### config.mk
export PLATFORM = sky130hd
export DESIGN_NAME = ddr_rdwr_arbiter
export DESIGN_NICKNAME = d
export VERILOG_FILES = /design/src/rtl/ddr_rdwr_arbiter_pkg.sv /design/src/rtl/ddr_rdwr_arbiter.sv
export SDC_FILE = /design/constraint.sdc
export NUM_CORES = 1
export LEC_CHECK = 0
export CAP_MARGIN = 40
export CORE_MARGIN = 2
export CORE_UTILIZATION = 49
export DETAILED_ROUTE_END_ITERATION = 8
export GPL_ROUTABILITY_DRIVEN = 0
export PLACE_DENSITY = 0.72
export SETUP_SLACK_MARGIN = 0.4
export SLEW_MARGIN = 10
export SYNTH_ARGS = -nofsm -noshare
export SYNTH_HDL_FRONTEND = slang
export SYNTH_SLANG_ARGS = --single-unit
### constraint.sdc
create_clock -name clk -period 1.85 [get_ports clk]
set_clock_uncertainty 0.1 [all_clocks]
set_input_delay 0.37 -clock clk [delete_from_list [all_inputs] [get_ports clk]]
set_output_delay 0.37 -clock clk [all_outputs]
set_load 0.01 [all_outputs]
### src/rtl/ddr_rdwr_arbiter_pkg.sv
// Shared types and constants for the DDR3 frame-buffer read/write arbiter.
// The state encoding and range constants are also reused by the write/read
// logic wrappers when they check their side of the handshake.
package ddr_rdwr_arbiter_pkg;

    // Counter widths
    localparam int unsigned GAP_CNT_W = 4;
    localparam int unsigned WD_CNT_W  = 8;

    // Legal parameter ranges
    localparam int unsigned GAP_MIN     = 1;
    localparam int unsigned GAP_MAX     = 15;
    localparam int unsigned TIMEOUT_MIN = 2;
    localparam int unsigned TIMEOUT_MAX = 255;

    // One-hot arbiter states
    typedef enum logic [5:0] {
        ST_IDLE    = 6'b000001,
        ST_WR_ACK  = 6'b000010,
        ST_WR_BUSY = 6'b000100,
        ST_RD_ACK  = 6'b001000,
        ST_RD_BUSY = 6'b010000,
        ST_GAP     = 6'b100000
    } arb_state_e;

    // Clamp a configuration value into [lo, hi]
    function automatic int unsigned clamp_u(input int unsigned v,
                                            input int unsigned lo,
                                            input int unsigned hi);
        if (v < lo) return lo;
        if (v > hi) return hi;
        return v;
    endfunction

endpackage

### src/rtl/ddr_rdwr_arbiter.sv
// ddr_rdwr_arbiter: grants the single MCB-backed DDR3 frame buffer to either
// the write logic or the read logic, one owner at a time.
//
// Ports:
//   clk           frame-buffer clock
//   reset_n       asynchronous active-low reset
//   i_calib_done  MCB calibration done; no new grant while low
//   i_wr_req      write request (level, held until ack)
//   o_wr_ack      write acknowledge, one-cycle pulse
//   i_writing     write logic busy
//   i_rd_req      read request (level, held until ack)
//   o_rd_ack      read acknowledge, one-cycle pulse
//   i_reading     read logic busy
//   o_wr_owner    write side holds the grant (ACK through BUSY)
//   o_rd_owner    read side holds the grant
//   o_timeout_err sticky: a granted side never raised busy in time
module ddr_rdwr_arbiter
    import ddr_rdwr_arbiter_pkg::*;
#(
    parameter string       WR_PRIORITY    = "FALSE",
    parameter int unsigned GAP_CYCLES     = 2,
    parameter int unsigned TIMEOUT_CYCLES = 16
) (
    input  logic clk,
    input  logic reset_n,
    input  logic i_calib_done,
    input  logic i_wr_req,
    output logic o_wr_ack,
    input  logic i_writing,
    input  logic i_rd_req,
    output logic o_rd_ack,
    input  logic i_reading,
    output logic o_wr_owner,
    output logic o_rd_owner,
    output logic o_timeout_err
);

    localparam bit          WR_PRIO = (WR_PRIORITY == "TRUE");
    localparam int unsigned GAP_EFF = clamp_u(GAP_CYCLES, GAP_MIN, GAP_MAX);
    localparam int unsigned TO_EFF  = clamp_u(TIMEOUT_CYCLES, TIMEOUT_MIN, TIMEOUT_MAX);

    // Terminal counts: GAP lasts GAP_EFF cycles, ACK waits TO_EFF cycles
    localparam logic [GAP_CNT_W-1:0] GAP_LAST = GAP_CNT_W'(GAP_EFF - 1);
    localparam logic [WD_CNT_W-1:0]  WD_LAST  = WD_CNT_W'(TO_EFF - 1);

    arb_state_e            state_q, state_d;
    logic                  last_wr_q, last_wr_d;   // 1 = write was granted last
    logic [GAP_CNT_W-1:0]  gap_q, gap_d;
    logic [WD_CNT_W-1:0]   wd_q, wd_d;
    logic                  err_q, err_d;
    logic                  wr_ack_q, wr_ack_d;
    logic                  rd_ack_q, rd_ack_d;
    logic                  wr_own_q, wr_own_d;
    logic                  rd_own_q, rd_own_d;

    // State and output registers
    always_ff @(posedge clk or negedge reset_n) begin
        if (!reset_n) begin
            state_q   <= ST_IDLE;
            last_wr_q <= 1'b0;
            gap_q     <= '0;
            wd_q      <= '0;
            err_q     <= 1'b0;
            wr_ack_q  <= 1'b0;
            rd_ack_q  <= 1'b0;
            wr_own_q  <= 1'b0;
            rd_own_q  <= 1'b0;
        end else begin
            state_q   <= state_d;
            last_wr_q <= last_wr_d;
            gap_q     <= gap_d;
            wd_q      <= wd_d;
            err_q     <= err_d;
            wr_ack_q  <= wr_ack_d;
            rd_ack_q  <= rd_ack_d;
            wr_own_q  <= wr_own_d;
            rd_own_q  <= rd_own_d;
        end
    end

    // Next-state and registered-output decode
    always_comb begin
        state_d   = state_q;
        last_wr_d = last_wr_q;
        gap_d     = gap_q;
        wd_d      = wd_q;
        err_d     = err_q;
        wr_ack_d  = 1'b0;
        rd_ack_d  = 1'b0;

        case (state_q)
            ST_IDLE: begin
                if (i_calib_done) begin
                    // Write wins when alone, under priority, or when read went last
                    if (i_wr_req && (!i_rd_req || WR_PRIO || !last_wr_q)) begin
                        state_d   = ST_WR_ACK;
                        wr_ack_d  = 1'b1;
                        last_wr_d = 1'b1;
                        wd_d      = '0;
                    end else if (i_rd_req) begin
                        state_d   = ST_RD_ACK;
                        rd_ack_d  = 1'b1;
                        last_wr_d = 1'b0;
                        wd_d      = '0;
                    end
                end
            end
            ST_WR_ACK: begin
                if (i_writing) begin
                    state_d = ST_WR_BUSY;
                end else if (wd_q == WD_LAST) begin
                    state_d = ST_GAP;
                    gap_d   = '0;
                    err_d   = 1'b1;
                end else begin
                    wd_d = wd_q + WD_CNT_W'(1);
                end
            end
            ST_WR_BUSY: begin
                if (!i_writing) begin
                    state_d = ST_GAP;
                    gap_d   = '0;
                end
            end
            ST_RD_ACK: begin
                if (i_reading) begin
                    state_d = ST_RD_BUSY;
                end else if (wd_q == WD_LAST) begin
                    state_d = ST_GAP;
                    gap_d   = '0;
                    err_d   = 1'b1;
                end else begin
                    wd_d = wd_q + WD_CNT_W'(1);
                end
            end
            ST_RD_BUSY: begin
                if (!i_reading) begin
                    state_d = ST_GAP;
                    gap_d   = '0;
                end
            end
            ST_GAP: begin
                // Requests are not looked at until the gap has fully elapsed
                if (gap_q == GAP_LAST) begin
                    state_d = ST_IDLE;
                end else begin
                    gap_d = gap_q + GAP_CNT_W'(1);
                end
            end
            default: begin
                state_d = ST_IDLE;
            end
        endcase

        wr_own_d = (state_d == ST_WR_ACK) || (state_d == ST_WR_BUSY);
        rd_own_d = (state_d == ST_RD_ACK) || (state_d == ST_RD_BUSY);
    end

    assign o_wr_ack      = wr_ack_q;
    assign o_rd_ack      = rd_ack_q;
    assign o_wr_owner    = wr_own_q;
    assign o_rd_owner    = rd_own_q;
    assign o_timeout_err = err_q;

endmodule

==> results of run 1 <==
[how the worst max path moves through the flow]
stage | endpoint | slack, ps | startpoint
global placement | wd_q[4] | -290 | state_q[1]
detailed placement | wd_q[4] | -320 | i_reading
global route | wd_q[7] | -290 | state_q[3]
finish | wd_q[7] | -260 | state_q[4]
floorplan | gap_q[3] | -180 | state_q[1]
CTS | o_rd_owner | -220 | state_q[1]
[synth_stat cells, drive strengths merged (3+ instances only)]
library cell	n	area, sq um
dfrtp	23	576
a21oi	4	20.0
nand2	13	48.8
inv	6	22.5
and3	3	18.8
clkbuf	3	11.3
nor3b	3	22.5
nor2	15	56.3
nor3	6	35.0
o21ai	15	75.1
ha	3	37.5
nand2b	3	18.8
or3	6	43.8
and2	3	18.8
[per-layer routing]
layer	global-route usage (%)	wire [um]	up-vias	part of all wire, %
met1	31.1	1650	701	40
met5	0	0	-	0
li1	-	-	668	-
met2	46.6	2150	51	51
met4	11.6	160	0	3.8
met3	2.95	214	15	5.1
[power breakdown]
group / internal [mW] / total [mW] / switching, mW
logic: 0.797 / 1.55 / 0.750
registers: 0.651 / 0.736 / 0.0845
clock network: 0.121 / 0.291 / 0.170
[cell type report]
class	count	area (sq um)
timing repair buffer	59	477
clock buffer	4	36.3
sequential	24	603
fill	163	643
inverter	7	31.3
tap	31	38.8
multi-input combinational	114	905
[cells by family (layout without fill, tap and decap cells)]
kind of cell,count (synthesis),count (layout),synth area share (%)
buf+inv,10,70,3.06
compound gates,39,39,19.4
mux,1,1,0.720
fa+ha+maj,3,3,2.70
xor+xnor,2,2,1.26
flops,24,24,43.3
simple gates,69,69,29.5
[state kept, by name, summed over array words and instances (netlist names)]
signal,count
gap_q,4
o_wr_ack,1
last_wr_q,1
wd_q,8
o_rd_owner,1
state_q,6
o_rd_ack,1
o_wr_owner,1
o_timeout_err,1
[what timing repair did]
action,4_1_cts,5_1_grt
setup endpoints to repair,29,28
buffers inserted,6,2
resized for setup,33,28
hold buffers,0,0
pin swaps,9,9
[critical path: stages, from the launching register on]
cell      delay [ps]
dfrtp_1          430
or4_4            600
nor4_4           350
o211ai_1         130
buf_4            180
o21ai_2          120
o21ai_1           90
==> out/qor.yml, run 1 <==
status: "finished, violations left"
violations: "setup timing"
h-tree-depth: 1
final_area_sq_mm: 0.00209
die-height_um: 57.3
reg2reg_from: "state_q[4]"
dr.pass1.iters: 4
synth-async-reset-ratio_pct: 100
cts_tree: "done"
portBuffers: 11
synth_seq_cells: 24
finalWorstSetupSlack_ps: -257
antenna_found_initial: 0
period_minus_slack_ps: 2110
worstPathRequired_ps: 1980
area_growth_pct: 50.4
finalHoldWorstSlack_ps: 270
start_util_pct: 50.8
ios: 12
rsz0062_at_grt: "true"
synth_area_sq_mm: 0.00139
drc: 0
grt_usage_pct: 26.0
stdcell_count: 239
dpl_worst_slack_ps: -320
ant_nets: 0
clockBufferDepth: 2
path_class: "flop to flop"
dpl.hpwl_um: 2640
synthFlopType: "dfrtp_1"
cp-end-kind: "flop"
cts_sinks: 24
die_area_sq_mm: 0.00328
n_antenna_cell: 0
setup_violations: 19
power.density_mw_per_mm2: 1230
p_leak_nw: 1.03
vias: 1435
r2r-end: "wd_q[7]"
final-max-slew-violation-count: 0
layout.nets: 219
final_layout_size_suffix_gt1_share_pct: 44.2
crit_arrival_ps: 2230
drt_wl_total_um: 4170
utilization_pct: 76.5
placed_cells: 227
yosysSeqAreaShare_pct: 43.3
globalRoute.totalOverflow: 0
chipWidth_um: 57.3
numCtsBuffers: 3
ys_warn_count: 0
clk_pin_slew_ps: 140
cap_violations: 0
root_buffer: "clkbuf_4"
row_count: 19
min_path_type: "primary input to asynchronous set/reset pin"
placed_area_sq_mm: 0.00184
first_global_vias: 1432
ff2ff_path_depth: 6
wire_per_inst_um: 17.5
power.total_mw: 2.57
vias_per_cell: 6.00
reg2reg_slack_ps: -260
clk_latency_ps: 330
syn_area_per_cell_sq_um: 9.39
fmax_ghz: 0.475
layout_common_cells: "buf_4 (41), dfrtp_1 (22), nand2_1 (13), nor2_1 (13)"
crit_fanout: 5
final.setup.tns_ps: -2780
peakVddDrop_mv: 1.16
min_period_over_period_pct: 114
grt_max_degree: 25
worstSetupStartpointType: "flop"
grt_pass1_wl_um: 6560
netlist_instances: 148
synth.distinct_cells: 53
synth_nets: 158
hold_viol_final: 0
synth_edf_count: 0
initialDrtViolationCount: 68
core_area_sq_mm: 0.00273
layout_commonest_cell: "buf_4"
relSlewSlack_pct: 56.7
worst_pin_slew_ps: 643
(Power assumes the default switching activity.)
==> inputs of run 2 (changes only) <==
SETUP_SLACK_MARGIN = unset   (was 0.4)
==> run 2 against run 1 <==
  * The run still ends with setup timing left
  * Via count shrank 3.9%
  * Setup slack gained 52 ps
  * Clock power up 37%
  * Worst hold slack improved by 8.2 ps
  * Sequential share of layout area rose by 1.1 points
  * Count of clock-buffer cells in the layout down 1
  * Die area did not move
  * Critical endpoint unchanged
  * Largest power group unchanged
  * Highest routed layer unchanged
==> out/qor.yml, run 2 (synthesized netlist as in run 1, its figures left out) <==
status: "finished, violations left"
violations: "setup timing"
clk_pin_slew_ps: 150
path_class: "flop to flop"
fillers: 182
worst_pin_slew_ps: 440
antenna_found_initial: 0
globalRoute.totalOverflow: 0
setup_violations: 17
worstPathRequired_ps: 1980
stdcell_count: 235
cap_violations: 0
reg2reg_slack_ps: -200
ios: 12
ff2ff_path_depth: 6
period_minus_slack_ps: 2050
final_layout_size_suffix_gt1_share_pct: 37.7
worstSetupStartpointType: "flop"
numCtsBuffers: 3
chipWidth_um: 57.3
min_period_over_period_pct: 111
p_leak_nw: 0.994
largest_reg_flops: 8
area_growth_pct: 45.1
final-max-slew-violation-count: 0
min_path_type: "primary input to asynchronous set/reset pin"
placed_cells: 225
cp-end-kind: "flop"
portBuffers: 11
cts_sinks: 24
hold_viol_final: 0
rsz0062_at_grt: "true"
core_area_sq_mm: 0.00273
initialDrtViolationCount: 62
fmax_ghz: 0.487
vias_per_cell: 5.87
first_global_vias: 1355
reg_top3: "wd_q x8, state_q x6, gap_q x4"
dpl.hpwl_um: 2710
grt_max_degree: 25
grt_usage_pct: 24.4
start_util_pct: 50.8
row_count: 19
die-height_um: 57.3
root_buffer: "clkbuf_4"
utilization_pct: 73.8
vias: 1379
grt_pass1_wl_um: 6150
power.density_mw_per_mm2: 1230
die_area_sq_mm: 0.00328
layout_commonest_cell: "buf_4"
clk_latency_ps: 330
layout.nets: 215
cts_tree: "done"
finalWorstSetupSlack_ps: -205
drc: 0
layout_common_cells: "buf_4 (42), dfrtp_1 (22), nor2_1 (13), nand2_1 (12), clkdlybuf4s50_1 (11)"
crit_fanout: 6
dpl_worst_slack_ps: -399
clockBufferDepth: 2
n_antenna_cell: 0
wire_per_inst_um: 16.2
top_register: "wd_q"
peakVddDrop_mv: 1.08
reg2reg_from: "state_q[3]"
r2r-end: "wd_q[7]"
ant_nets: 0
h-tree-depth: 1
dr.pass1.iters: 4
drt_wl_total_um: 3810
crit_arrival_ps: 2180
relSlewSlack_pct: 70.4
run 2: changes by cell type in the layout (fill, tap and decap cells not counted), sizes merged:
cell           delta
buf               -4
clkdlybuf4s50     +5
bufinv            +1
clkbuf            -5
clkdlybuf4s15     -1
run 2: layout make-up:
cell class,count,area (sq um),share of cell area (%)
clock buffers,3,22.5,1.12
clock inverters,1,30.0,1.49
inverters,7,31.3,1.55
multi-input cells,114,843,41.8
flip-flops and latches,24,603,29.9
well taps,31,38.8,1.92
repair buffers,55,448,22.2
run 2: worst max-delay path by stage:
stage	end	startpoint	slack [ps]
4_1_cts	wd_q[7]	state_q[4]	-230
3_3_place_gp	wd_q[4]	state_q[1]	-350
2_1_floorplan	gap_q[3]	state_q[1]	-180
6_report	wd_q[7]	state_q[3]	-200
5_1_grt	wd_q[6]	state_q[3]	-280
3_5_place_dp	wd_q[7]	state_q[1]	-400
run 2: through the flow:
step                      total power, mW  setup TNS (ps)  hold slack (ps)  cell area (sq um)
after floorplan                      1.31            -834            -25.6               1400
after global placement               1.83           -3600              344               1820
after detailed placement             1.89           -4920              354               1820
after CTS                            2.37           -2510              283               1930
after global routing                 2.62           -3630              313               2020
final                                2.48           -2420              278               2020
run 2: critical path: stages (launching register included):
cell and delay, ps:
dfrtp_1 410, or4_4 590, nor4_4 310, o211ai_1 160, buf_4 190, o21ai_2 100, o21ai_1 80
run 2: report_power, final:
| group | leakage [nW] | switching (mW) | internal [mW] |
|---|---|---|---|
| combinational | 0.650 | 0.656 | 0.695 |
| clock | 0.0279 | 0.179 | 0.219 |
| sequential | 0.317 | 0.0753 | 0.651 |
| total | 0.994 | 0.910 | 1.57 |
run 2: metal layers:
layer / share of wire [%] / global-route usage (%)
met1: 43 / 30.2
met2: 53 / 43.0
met3: 2.7 / 2.95
met4: 1.6 / 9.97
met5: 0 / 0
run 2: timing repair:
action | in CTS | in global routing
endpoints found under the setup margin | 20 | 21
hold buffers | 0 | 0
buffers inserted | 1 | 5
resized for setup | 18 | 12
pin swaps | 11 | 6
==> inputs of run 3 (changes only) <==
CORE_MARGIN = unset   (was 2)
CORE_UTILIZATION = 51   (was 49)
PLACE_DENSITY = 0.75   (was 0.72)
==> run 3 against run 2 <==
  * The run still ends with setup timing left
  * Power increased by 0.20%
  * Global-route usage grew 5.0 points
  * Utilization increased by 6.6 points
  * Critical path depth did not move
  * Combinational power increased by 7%
  * Sequential cell count did not move
  * Critical endpoint is now o_rd_owner
==> out/qor.yml, run 3 (synthesized netlist as in run 1, its figures left out) <==
root_buffer: "clkbuf_4"
row_count: 18
final_area_sq_mm: 0.00203
reg2reg_from: "state_q[1]"
drc: 0
cp.buffers_inverters: 1
final_layout_size_suffix_gt1_share_pct: 36.0
fmax_ghz: 0.463
die-height_um: 54.2
h-tree-depth: 1
layout_common_cells: "buf_4 (39), dfrtp_1 (22), nor2_1 (15), nand2_1 (13), o21ai_1 (12)"
layout_commonest_cell: "buf_4"
power.total_mw: 2.48
violations: "setup timing"
clk_pin_slew_ps: 130
largest_reg_flops: 8
portBuffers: 11
layout.nets: 214
cp_slowest_cell: "or4_4"
first_global_vias: 1411
period_minus_slack_ps: 2160
dpl_worst_slack_ps: -352
core_area_sq_mm: 0.00252
cts_sinks: 24
ant_nets: 0
cts_tree: "done"
reg2reg_slack_ps: -310
crit_fanout: 5
numCtsBuffers: 3
rsz0062_at_grt: "true"
worstSetupStartpointType: "flop"
ios: 12
grt_usage_pct: 29.4
area_growth_pct: 45.9
crit_arrival_ps: 2340
peakVddDrop_mv: 1.10
endpoint: "o_rd_owner"
power.density_mw_per_mm2: 1220
reg_top3: "wd_q x8, state_q x6, gap_q x4"
globalRoute.totalOverflow: 0
clockBufferDepth: 2
startpoint: "state_q[1]"
vias_per_cell: 6.45
dpl.hpwl_um: 2770
grt_max_degree: 25
top_register: "wd_q"
status: "finished, violations left"
worstPathRequired_ps: 2030
vias: 1502
n_antenna_cell: 0
min_path_type: "primary input to asynchronous set/reset pin"
initialDrtViolationCount: 86
cp-end-kind: "flop"
hold_viol_final: 0
finalWorstSetupSlack_ps: -312
worst_path_largest_cell_delay_ps: 610
path_cells: "or4_4 > buf_12 > nor3_4 > o2111a_1 > o22a_1 > or2_1"
wire_per_inst_um: 18.8
grt_pass1_wl_um: 6070
dr.pass1.iters: 4
drt_wl_total_um: 4380
relSlewSlack_pct: 61.5
p_leak_nw: 0.993
die_area_sq_mm: 0.00294
clk_latency_ps: 330
chipWidth_um: 54.2
cp_top_family: "simple AND/OR/NAND/NOR gates"
cap_violations: 0
worst_pin_slew_ps: 572
placed_area_sq_mm: 0.00183
cp.depth: 6
ff2ff_path_depth: 6
final-max-slew-violation-count: 0
setup_violations: 21
start_util_pct: 55.1
r2r-end: "o_rd_owner"
utilization_pct: 80.4
path_class: "flop to flop"
min_period_over_period_pct: 117
antenna_found_initial: 0
## run 3: cell types whose count changed in the layout (fill, tap and decap cells not counted), moves of 2 or more
| cell | delta |
|---|---|
| o21ai_2 | -5 |
| o21ai_1 | +4 |
| buf_4 | -3 |
| nor2_1 | +2 |
| nor2_2 | -2 |
| nor3_4 | +2 |
## run 3: area by class of cell
type	count	area (sq um)
Timing Repair Buffer	54	457
Sequential cell	24	603
Tap cell	30	37.5
Fill cell	159	494
Clock buffer	4	36.3
Multi-Input combinational cell	114	863
Inverter	7	31.3
## run 3: stage by stage
step | TNS (ps) | hold WS (ps) | instances
after floorplan | -834 | -25.6 | 148
after global routing | -5020 | 321 | 233
after global placement | -3470 | 348 | 225
final | -3950 | 288 | 233
after CTS | -2340 | 308 | 229
after detailed placement | -4320 | 363 | 225
## run 3: timing repair
action | in CTS | in global routing
setup endpoints to repair | 19 | 21
gates resized for setup | 17 | 13
hold buffers | 0 | 0
pin swaps | 9 | 10
setup buffers | 0 | 4
## run 3: report_power, final
part           internal [mW]  total (mW)  leakage [nW]  switching [mW]
Sequential             0.651       0.749         0.317          0.0980
Clock                  0.121       0.285        0.0210           0.164
Combinational          0.744        1.45         0.655           0.703
Total                   1.52        2.48         0.993           0.965
## run 3: routing by layer
layer | vias to the layer above | part of all wire, % | GRT usage (%)
li1 | 657 | - | -
met3 | 33 | 7.5 | 5.37
met2 | 85 | 48 | 49.4
met5 | - | 0 | 0
met1 | 727 | 39 | 34.7
met4 | 0 | 5.1 | 16.7
## run 3: worst min path at each step
stage                        startpoint       endpoint  slack, ps
after floorplan                 reset_n       gap_q[0]        -30
after global placement    o_timeout_err  o_timeout_err        350
after detailed placement  o_timeout_err  o_timeout_err        360
after CTS                       reset_n       gap_q[1]        310
after global routing            reset_n        wd_q[2]        320
final                           reset_n       gap_q[1]        290
## run 3: worst register-to-register path, cell delays in order (launching register included)
cell and delay, ps:
dfrtp_1 450, or4_4 610, buf_12 160, nor3_4 220, o2111a_1 260, o22a_1 190, or2_1 110
